## src/rtl/pipeline_hazard_ctrl.sv

```systemverilog
// Stage-enable / flush sequencer for the 5-stage rv32i pipeline.
// Handles load-use, imem/dmem waits and redirects that race an outstanding fetch.
module pipeline_hazard_ctrl #(
   parameter int REG_W = 5,
   parameter int CNT_W = 32
) (
   input  logic             clk,
   input  logic             rst,
   input  logic             imem_req,
   input  logic             imem_resp,
   input  logic             dmem_req,
   input  logic             dmem_resp,
   input  logic             id_ex_is_load,
   input  logic [REG_W-1:0] id_ex_rd,
   input  logic [REG_W-1:0] if_id_rs1,
   input  logic [REG_W-1:0] if_id_rs2,
   input  logic             if_id_uses_rs2,
   input  logic             br_taken,
   output logic             pc_load,
   output logic             pc_sel_redirect,
   output logic             redir_capture,
   output logic             if_id_load,
   output logic             if_id_flush,
   output logic             id_ex_bubble,
   output logic             back_load,
   output logic [CNT_W-1:0] stall_cycles
);

   typedef enum logic [1:0] {
      RUN         = 2'd0,
      REDIR_WAIT  = 2'd1,
      REDIR_ISSUE = 2'd2
   } state_t;

   state_t state, state_nxt;
   logic   dbusy, ibusy, lu;

   assign dbusy = dmem_req & ~dmem_resp;
   assign ibusy = imem_req & ~imem_resp;
   assign lu    = id_ex_is_load && (id_ex_rd != '0) &&
                  ((id_ex_rd == if_id_rs1) || (if_id_uses_rs2 && (id_ex_rd == if_id_rs2)));

   always_comb begin
      pc_load         = 1'b0;
      pc_sel_redirect = 1'b0;
      redir_capture   = 1'b0;
      if_id_load      = 1'b0;
      if_id_flush     = 1'b0;
      id_ex_bubble    = 1'b0;
      back_load       = 1'b0;
      state_nxt       = state;
      if (rst) begin
         if_id_flush  = 1'b1;
         id_ex_bubble = 1'b1;
      end else if (dbusy) begin
         // Whole pipe frozen; EX holds so a br_taken here will be presented again.
         if (state == REDIR_WAIT && imem_resp)
            state_nxt = REDIR_ISSUE;
      end else begin
         case (state)
            RUN: begin
               if (br_taken && !ibusy) begin
                  pc_load      = 1'b1;
                  if_id_flush  = 1'b1;
                  id_ex_bubble = 1'b1;
                  back_load    = 1'b1;
               end else if (br_taken) begin
                  // Fetch in flight on the wrong path: park the target, drop the response later.
                  redir_capture = 1'b1;
                  if_id_flush   = 1'b1;
                  id_ex_bubble  = 1'b1;
                  back_load     = 1'b1;
                  state_nxt     = REDIR_WAIT;
               end else if (ibusy || lu) begin
                  id_ex_bubble = 1'b1;
                  back_load    = 1'b1;
               end else begin
                  pc_load    = 1'b1;
                  if_id_load = 1'b1;
                  back_load  = 1'b1;
               end
            end
            REDIR_WAIT: begin
               id_ex_bubble = 1'b1;
               back_load    = 1'b1;
               if (imem_resp) begin
                  if_id_flush     = 1'b1;
                  pc_load         = 1'b1;
                  pc_sel_redirect = 1'b1;
                  state_nxt       = RUN;
               end
            end
            REDIR_ISSUE: begin
               pc_load         = 1'b1;
               pc_sel_redirect = 1'b1;
               if_id_flush     = 1'b1;
               id_ex_bubble    = 1'b1;
               back_load       = 1'b1;
               state_nxt       = RUN;
            end
            default: state_nxt = RUN;
         endcase
      end
   end

   always_ff @(posedge clk or posedge rst) begin
      if (rst) state <= RUN;
      else     state <= state_nxt;
   end

   always_ff @(posedge clk or posedge rst) begin
      if (rst)
         stall_cycles <= '0;
      else if (!pc_load && (stall_cycles != '1))
         stall_cycles <= stall_cycles + CNT_W'(1);
   end

endmodule

```

## config.mk

```make
export PLATFORM = sky130hd
export DESIGN_NAME = pipeline_hazard_ctrl
export DESIGN_NICKNAME = d
export VERILOG_FILES = /design/src/rtl/pipeline_hazard_ctrl.sv
export SDC_FILE = /design/constraint.sdc
export NUM_CORES = 1
export LEC_CHECK = 0
export CORE_MARGIN = 1
export CORE_UTILIZATION = 43
export CTS_CLUSTER_DIAMETER = 200
export DETAILED_ROUTE_END_ITERATION = 8
export GPL_TIMING_DRIVEN = 0
export PLACE_DENSITY = 0.87
export SLEW_MARGIN = 20
export SYNTH_ARGS = -nofsm -noshare
export SYNTH_HDL_FRONTEND = slang
export SYNTH_SLANG_ARGS = --single-unit
```

## constraint.sdc

```tcl
create_clock -name clk -period 2.1 [get_ports clk]
set_clock_uncertainty 0.1 [all_clocks]
set_input_delay 0.525 -clock clk [delete_from_list [all_inputs] [get_ports clk]]
set_output_delay 0.525 -clock clk [all_outputs]
set_load 0.005 [all_outputs]
```

### Word level (Yosys, flattened, before mapping)

Cells that the tools add are included.

| cells by class | value |
|---|---|
| eq/ne operators | 9 |
| add/subtract/negate cells | 1 |
| muxes and demuxes | 38 |
| reduce and logical (&&, ||, !) cells | 15 |
| bitwise logic cells | 5 |

Operators with widths:

| operator | count |
|---|---|
| adder 32 x 1 -> 32 bit (second input constant) | 1 |
| inequality test 32 bit (second input constant) | 1 |
| two-way mux 1 bit | 28 |
| == test 5 bit | 2 |
| two-way mux 2 bit | 5 |
| inequality test 3 bit (second input constant) | 3 |
| logical AND 1 bit | 6 |
| one-hot mux 1 bit (3 select lines) | 2 |
| AND reduction 5 bit | 1 |
| nonzero test 5 bit | 1 |
| one-hot mux 1 bit (2 select lines) | 2 |
| one-hot mux 2 bit (2 select lines) | 1 |
| inverter 1 bit | 3 |
| OR reduction 3 bit | 1 |
| AND 1 bit | 2 |
| == test 2 x 1 -> 1 bit (second input constant) | 1 |
| == test 2 bit (second input constant) | 1 |
| logical NOT 1 bit | 2 |
| logical NOT 2 bit | 1 |
| logical OR 1 bit | 2 |
| inequality test 2 x 1 -> 1 bit (second input constant) | 1 |
| OR reduction 2 bit | 1 |

| word-level totals | value |
|---|---|
| flip-flop bits (word level) | 34 |
| output and inout port bits | 39 |

### Longest topological paths before layout

| depth | value |
|---|---|
| word-level depth | 13 |
| gate-level depth with buffers | 10 |
| mapped depth without buffers | 8 |

### Least setup slack after synthesis

Ideal clock, no wire load.

| timing | value |
|---|---|
| path type | input-to-output |
| start point | in id_ex_rd[3] |
| end point | out pc_load |
| path buffers | 0 |
| cell stages on the path | 5 |
| arrival | 1640 ps |
| setup slack | -165 ps |
| cell sequence | xor2_1 nor4_2 a32oi_1 o31ai_2 inv_1 |

| on the way | value |
|---|---|
| word-level cells in the longest chain between the ends | 11 |
| elaborated cells between the ends (all ways) | 14 |
| classes of those cells | eq/ne (2); mux (6); reduce/logical (6) |

RTL lines:

| element | RTL line | source |
|---|---|---|
| start: declaration | 14 | `input logic [REG_W-1:0] id_ex_rd,` |
| == test 5 bit | 41 | `((id_ex_rd == if_id_rs1) \|\| (if_id_uses_rs2 && (id_ex_rd == if_id_rs2)));` |
| logical AND 1 bit | 41 |  |
| logical OR 1 bit | 41 |  |
| logical AND 1 bit * | 40 | `assign lu = id_ex_is_load && (id_ex_rd != '0) &&` |
| logical OR 1 bit * | 74 | `end else if (ibusy \|\| lu) begin` |
| two-way mux 1 bit * | 74 |  |
| two-way mux 1 bit * | 67 | `end else if (br_taken) begin` |
| two-way mux 1 bit * | 62 | `if (br_taken && !ibusy) begin` |
| one-hot mux 1 bit (3 select lines) * | 60 | `case (state)` |
| two-way mux 1 bit * | 55 | `end else if (dbusy) begin` |
| two-way mux 1 bit * | 52 | `if (rst) begin` |
| end: declaration | 19 | `output logic pc_load,` |

Mark *: on every way between the ends. The rest lies on a longest branch, timed or not.

### Worst setup path in the final report

| timing | value |
|---|---|
| start point | reg state[1] |
| end point | out pc_load |

| on the way | value |
|---|---|
| word-level cells in the longest chain between the ends | 4 |
| elaborated cells between the ends (all ways) | 6 |
| classes of those cells | eq/ne (2); mux (3); reduce/logical (1) |

RTL lines:

| element | RTL line | source |
|---|---|---|
| start: declaration | 35 | `state_t state, state_nxt;` |
| start signal: assignment | 108 | `else state <= state_nxt;` |
| == test 2 bit, or another cell as far along | 60 |  |
| one-hot mux 1 bit (3 select lines) * | 60 |  |
| two-way mux 1 bit * | 55 |  |
| two-way mux 1 bit * | 52 |  |

Marks and branches as above.

==> results <==
- The number of standard cells in the final layout excluding fillers is between 300 and 400.
- By instance count, the leading cell after synthesis is sky130_fd_sc_hd__dfrtp_1.
- The number of iterations in the first detailed-routing pass is 4.
- The width of the die is 72.2 µm.
- The die covers 0.00521 mm².
- Clock tree synthesis inserted a total of 5 buffers.
- The post-route fraction of the period consumed by the critical path is 1.20.
- The H-tree generated during clock tree synthesis spans 2 levels.
- The first global-routing pass estimated 11,100 µm of wire.
- The detailed-route vias per instance is between 5 and 6.
- The placed cell count is about 340.
- The max-cap violation count is 0.
- The portion of synthesized area spent on multiplexers is 0.0100.
- The region available for standard cell placement spans 0.00472 mm².
- The delay of the slowest critical-path stage is 0.41 ns.
- The sequential share of the synthesized area is 0.402.
- The root buffer selected by CTS is sky130_fd_sc_hd__clkbuf_8.
- The run finished, with violations left.
- Of the post-synthesis cell area, the dominant cell type holds 0.402.
- By count the netlist is led by sky130_fd_sc_hd__dfrtp_1, sky130_fd_sc_hd__xor2_1, sky130_fd_sc_hd__nand3_1, sky130_fd_sc_hd__nor3_1, sky130_fd_sc_hd__nand2_1.
- The number of antenna violations at the first check in global routing was 0.
- The number of antenna cells inserted is 0.
- Measured along the y axis, the die boundary spans 72.2 µm.
- Cell internal power was estimated by the tool at roughly 0.0018 W.
- The slowest cell on the critical path is sky130_fd_sc_hd__dfrtp_1.
- After detailed routing, the average wire length per cell comes to roughly 19 µm.
- For this run, the top clock speed supported by timing is 397 MHz.
- The mean area per synthesized cell is 10.3 µm².
- In the final layout, the share of cells above drive strength 1 is 0.467.
- After synthesis the netlist holds a flip-flop and latch count of 34.
- Along the worst hold path, the cell count comes to 1.
- During I/O placement, the number of pins put on the boundary was 63.
- For hold timing, the worst endpoint is stall_cycles[28].
- Of the total synthesized cell area, the portion taken by AND, OR, NAND and NOR gates is 0.281.
- The clock tree from TritonCTS is done.
- The buffer levels on the longest clock path is 2.
- The detailed placer's ending HPWL is 3570 µm.
- The largest area contributor in the synthesized netlist is sky130_fd_sc_hd__dfrtp_1.
- STA classifies the critical path startpoint as a register.
- Counting flops with a built-in enable in the synthesized netlist gives 0.
- Measured against its own limit, the worst slew margin works out to 0.318.
- The largest fanout on the critical path is 3.
- The total placed instance area is 0.00287 mm².
- With fillers left out, the area of the finished cells amounts to 0.00390 mm².
- The net load switching power is 0.00107 W.
- The final reports fail on negative setup slack.
- The flip-flop cell with the highest count after synthesis is sky130_fd_sc_hd__dfrtp_1.
- The largest family of logic cells by synthesized area is simple AND/OR/NAND/NOR gates.
- Setup slack on the critical path of the routed design comes to -0.418 ns.
- The worst-case IR drop observed on VDD is 0.000614 V.
- The startpoint of the tightest hold check path is stall_cycles[28].
- The static power due to leakage is 1.72 nW.
- The net count reported at finish is roughly 360.
- The clock period minus worst slack is 2.52 ns.
- Setup violations remaining at the end of the flow were counted as 32.
- The complex-gate fraction of the synthesized area is 0.0738.
- The count of endpoints failing hold in the final timing report was 0.
- The final count of pins violating max slew is 0.
- Of the total power, the share spent switching nets is 0.369.
- The residual overflow from global routing is 0.
- The clock-pin slew of the registers on the worst-case setup and hold paths is 0.07 ns.
- The clock sink total is 34.
- The part of the power in registers is 0.298.
- The cell family with the largest share of critical-path delay is buffers and inverters.
- The final core area utilization is 0.826.
- The via count of the first global-routing pass came to 2,188.
- The type of the worst setup path is reg -> out.
- The total vias in the final route is 2,235.
- Setup repair after global routing could not meet its margin everywhere.
- For the worst-skew pair, the clock arrives at the later sink with an insertion delay of 0.30 ns.
- The layout overhead on the synthesized area is 84.2%.
- The residual antenna-violating net count after detailed routing is 0.
- The async set or reset register ratio after synthesis is 1.00.
- After synthesis the cells add up to 0.00212 mm².
- The initialized floorplan defines 25 standard-cell rows.
- The class of the worst hold path is reg -> reg.
- The critical path starts at state[1].
- Ranked by total cell area, the synthesized netlist is headed by sky130_fd_sc_hd__dfrtp_1, sky130_fd_sc_hd__xor2_1, sky130_fd_sc_hd__nand3_1, sky130_fd_sc_hd__nor3_1, sky130_fd_sc_hd__xnor2_1.
- The category of the worst setup path capture point is an output port.
- At the pin with the least slew margin, the transition time is 1.02 ns.
- The worst hold-check slack is about 0.41 ns.
- Power comes to 0.00290 W.
- After the first detailed-routing iteration, the DRC count stood at 216.
- The startpoint identified for the worst register-to-register timing path is state[1].
- The worst register-to-register path ends at stall_cycles[1].
- The number of buffers and inverters on the critical path is 4.
- For the worst setup path, the data required time is about 1.5 ns.
- The logic depth of the worst register-to-register path is 11.
- The worst-case register-to-register setup slack is -0.25 ns.
- The total power per unit cell area is 742 mW/mm².
- For this configuration, the core starts out at a cell density of 0.448.
- The final wirelength is between 7000 and 8000 µm.
- The post-route DRC violation count is 0.
- The cell seen most often among critical-path stages is sky130_fd_sc_hd__a21o_1.
- Of the total synthesized cell area, the portion taken by XOR and XNOR cells is 0.170.
- The largest net degree at the start of global routing is 20.
- The part of the total power dissipated in combinational logic is 0.544.
- Counting every net in the synthesized netlist gives ~240.
- The cell count after synthesis came out at around 210.
- The critical path goes through inv_2 > ha_4 > a21o_1 > buf_6 > a21o_1 > and2_4 > o31ai_4 > inv_1 > buf_2.
- The distinct cell type count after synthesis is 41.
- The number of synthesis warnings is 0.
- The endpoint arrival time on the critical path is 1.89 ns.
- Of the total power, the clock network draws 0.158.
- The congestion estimate from routability-driven global placement came to 0.806.
- The count of input and output buffers is a little over 60.
- The total routing resource utilization after global routing is 0.284.
- Of the total synthesized cell area, the portion taken by full adders, half adders and majority gates is 0.0295.
-- flip-flops by register name, summed over array words and instances (netlist names) --
register,flops
state,2
stall_cycles,32
-- cell families after synthesis --
logic type,after synthesis
XOR/XNOR,41
adder cells (fa/ha/maj),5
buffers and inverters,12
AO/OA/AOI/OAI,18
flip-flops,34
AND/OR/NAND/NOR,94
multiplexers,2
-- through the flow --
stage	setup TNS (ns)	worst slack (ns)
floorplan	-2.32	-0.151
global placement	-28.72	-1.23
detailed placement	-30.39	-1.25
CTS	-3.44	-0.376
global route	-9.14	-0.540
finish	-5.98	-0.418
-- layout make-up --
type / count / area, µm²
multi-input cells: 160 / 1640
repair buffers: 118 / 1140
flip-flops and latches: 34 / 857
fillers: 242 / 821
well taps: 67 / 83.8
clock buffers: 5 / 68.8
plain buffers: 4 / 66.3
inverters: 6 / 26.3
clock inverters: 2 / 10.0
repair inverters: 1 / 5.00
-- per-layer routing --
| layer | up-vias | routed length, µm | track usage |
|---|---|---|---|
| li1 | 993 | - | - |
| met1 | 1100 | 2910 | 0.347 |
| met2 | 114 | 3980 | 0.490 |
| met3 | 28 | 407 | 0.0569 |
| met4 | 0 | 239 | 0.120 |
| met5 | - | 0 | 0 |
-- repair_timing --
item                       4_1_cts  5_1_grt
hold buffers                     0        0
buffers inserted                34       22
pin swaps                       74       41
resized for setup              185       29
cloned                           4        0
setup endpoints to repair       39       39
-- worst max path at each step --
stage / end / cells past startpoint
after global placement: id_ex_bubble / 8
final: pc_load / 9
after CTS: id_ex_bubble / 8
after floorplan: stall_cycles[3] / 7
after detailed placement: pc_sel_redirect / 4
after global routing: id_ex_bubble / 8
-- cell usage in the layout (no fill, tap or decap), types with 3 or more instances in the layout --
cell type | Yosys | layout
sky130_fd_sc_hd__clkbuf_8 | 0 | 5
sky130_fd_sc_hd__dlygate4sd2_1 | 0 | 11
sky130_fd_sc_hd__o21ai_1 | 0 | 3
sky130_fd_sc_hd__nand3_2 | 1 | 3
sky130_fd_sc_hd__and3_4 | 0 | 4
sky130_fd_sc_hd__nor4_4 | 1 | 5
sky130_fd_sc_hd__nand4_1 | 10 | 10
sky130_fd_sc_hd__clkdlybuf4s50_1 | 0 | 34
sky130_fd_sc_hd__nor3_4 | 0 | 14
sky130_fd_sc_hd__dfrtp_2 | 0 | 5
sky130_fd_sc_hd__buf_4 | 1 | 26
sky130_fd_sc_hd__nor2b_4 | 0 | 3
sky130_fd_sc_hd__nand2_1 | 11 | 11
sky130_fd_sc_hd__and2_4 | 0 | 3
sky130_fd_sc_hd__ha_4 | 0 | 3
sky130_fd_sc_hd__xnor2_1 | 9 | 9
sky130_fd_sc_hd__buf_8 | 0 | 3
sky130_fd_sc_hd__xor2_1 | 32 | 31
sky130_fd_sc_hd__and3_1 | 9 | 5
sky130_fd_sc_hd__and4_4 | 1 | 3
sky130_fd_sc_hd__dfrtp_1 | 34 | 29
sky130_fd_sc_hd__buf_6 | 3 | 33
sky130_fd_sc_hd__nand3_1 | 16 | 13
sky130_fd_sc_hd__inv_1 | 6 | 3
sky130_fd_sc_hd__buf_2 | 1 | 9
-- power groups by stage --
stage | sequential (W) | combinational, W | clock, W
after detailed placement | 0.000854 | 0.000765 | 0
final | 0.000863 | 0.00158 | 0.000458
after global placement | 0.000848 | 0.000745 | 0
after floorplan | 0.000836 | 0.000447 | 0
after global routing | 0.000872 | 0.00166 | 0.000486
after CTS | 0.000850 | 0.00130 | 0.000449
Note: power is estimated with default switching activity, not from simulation.
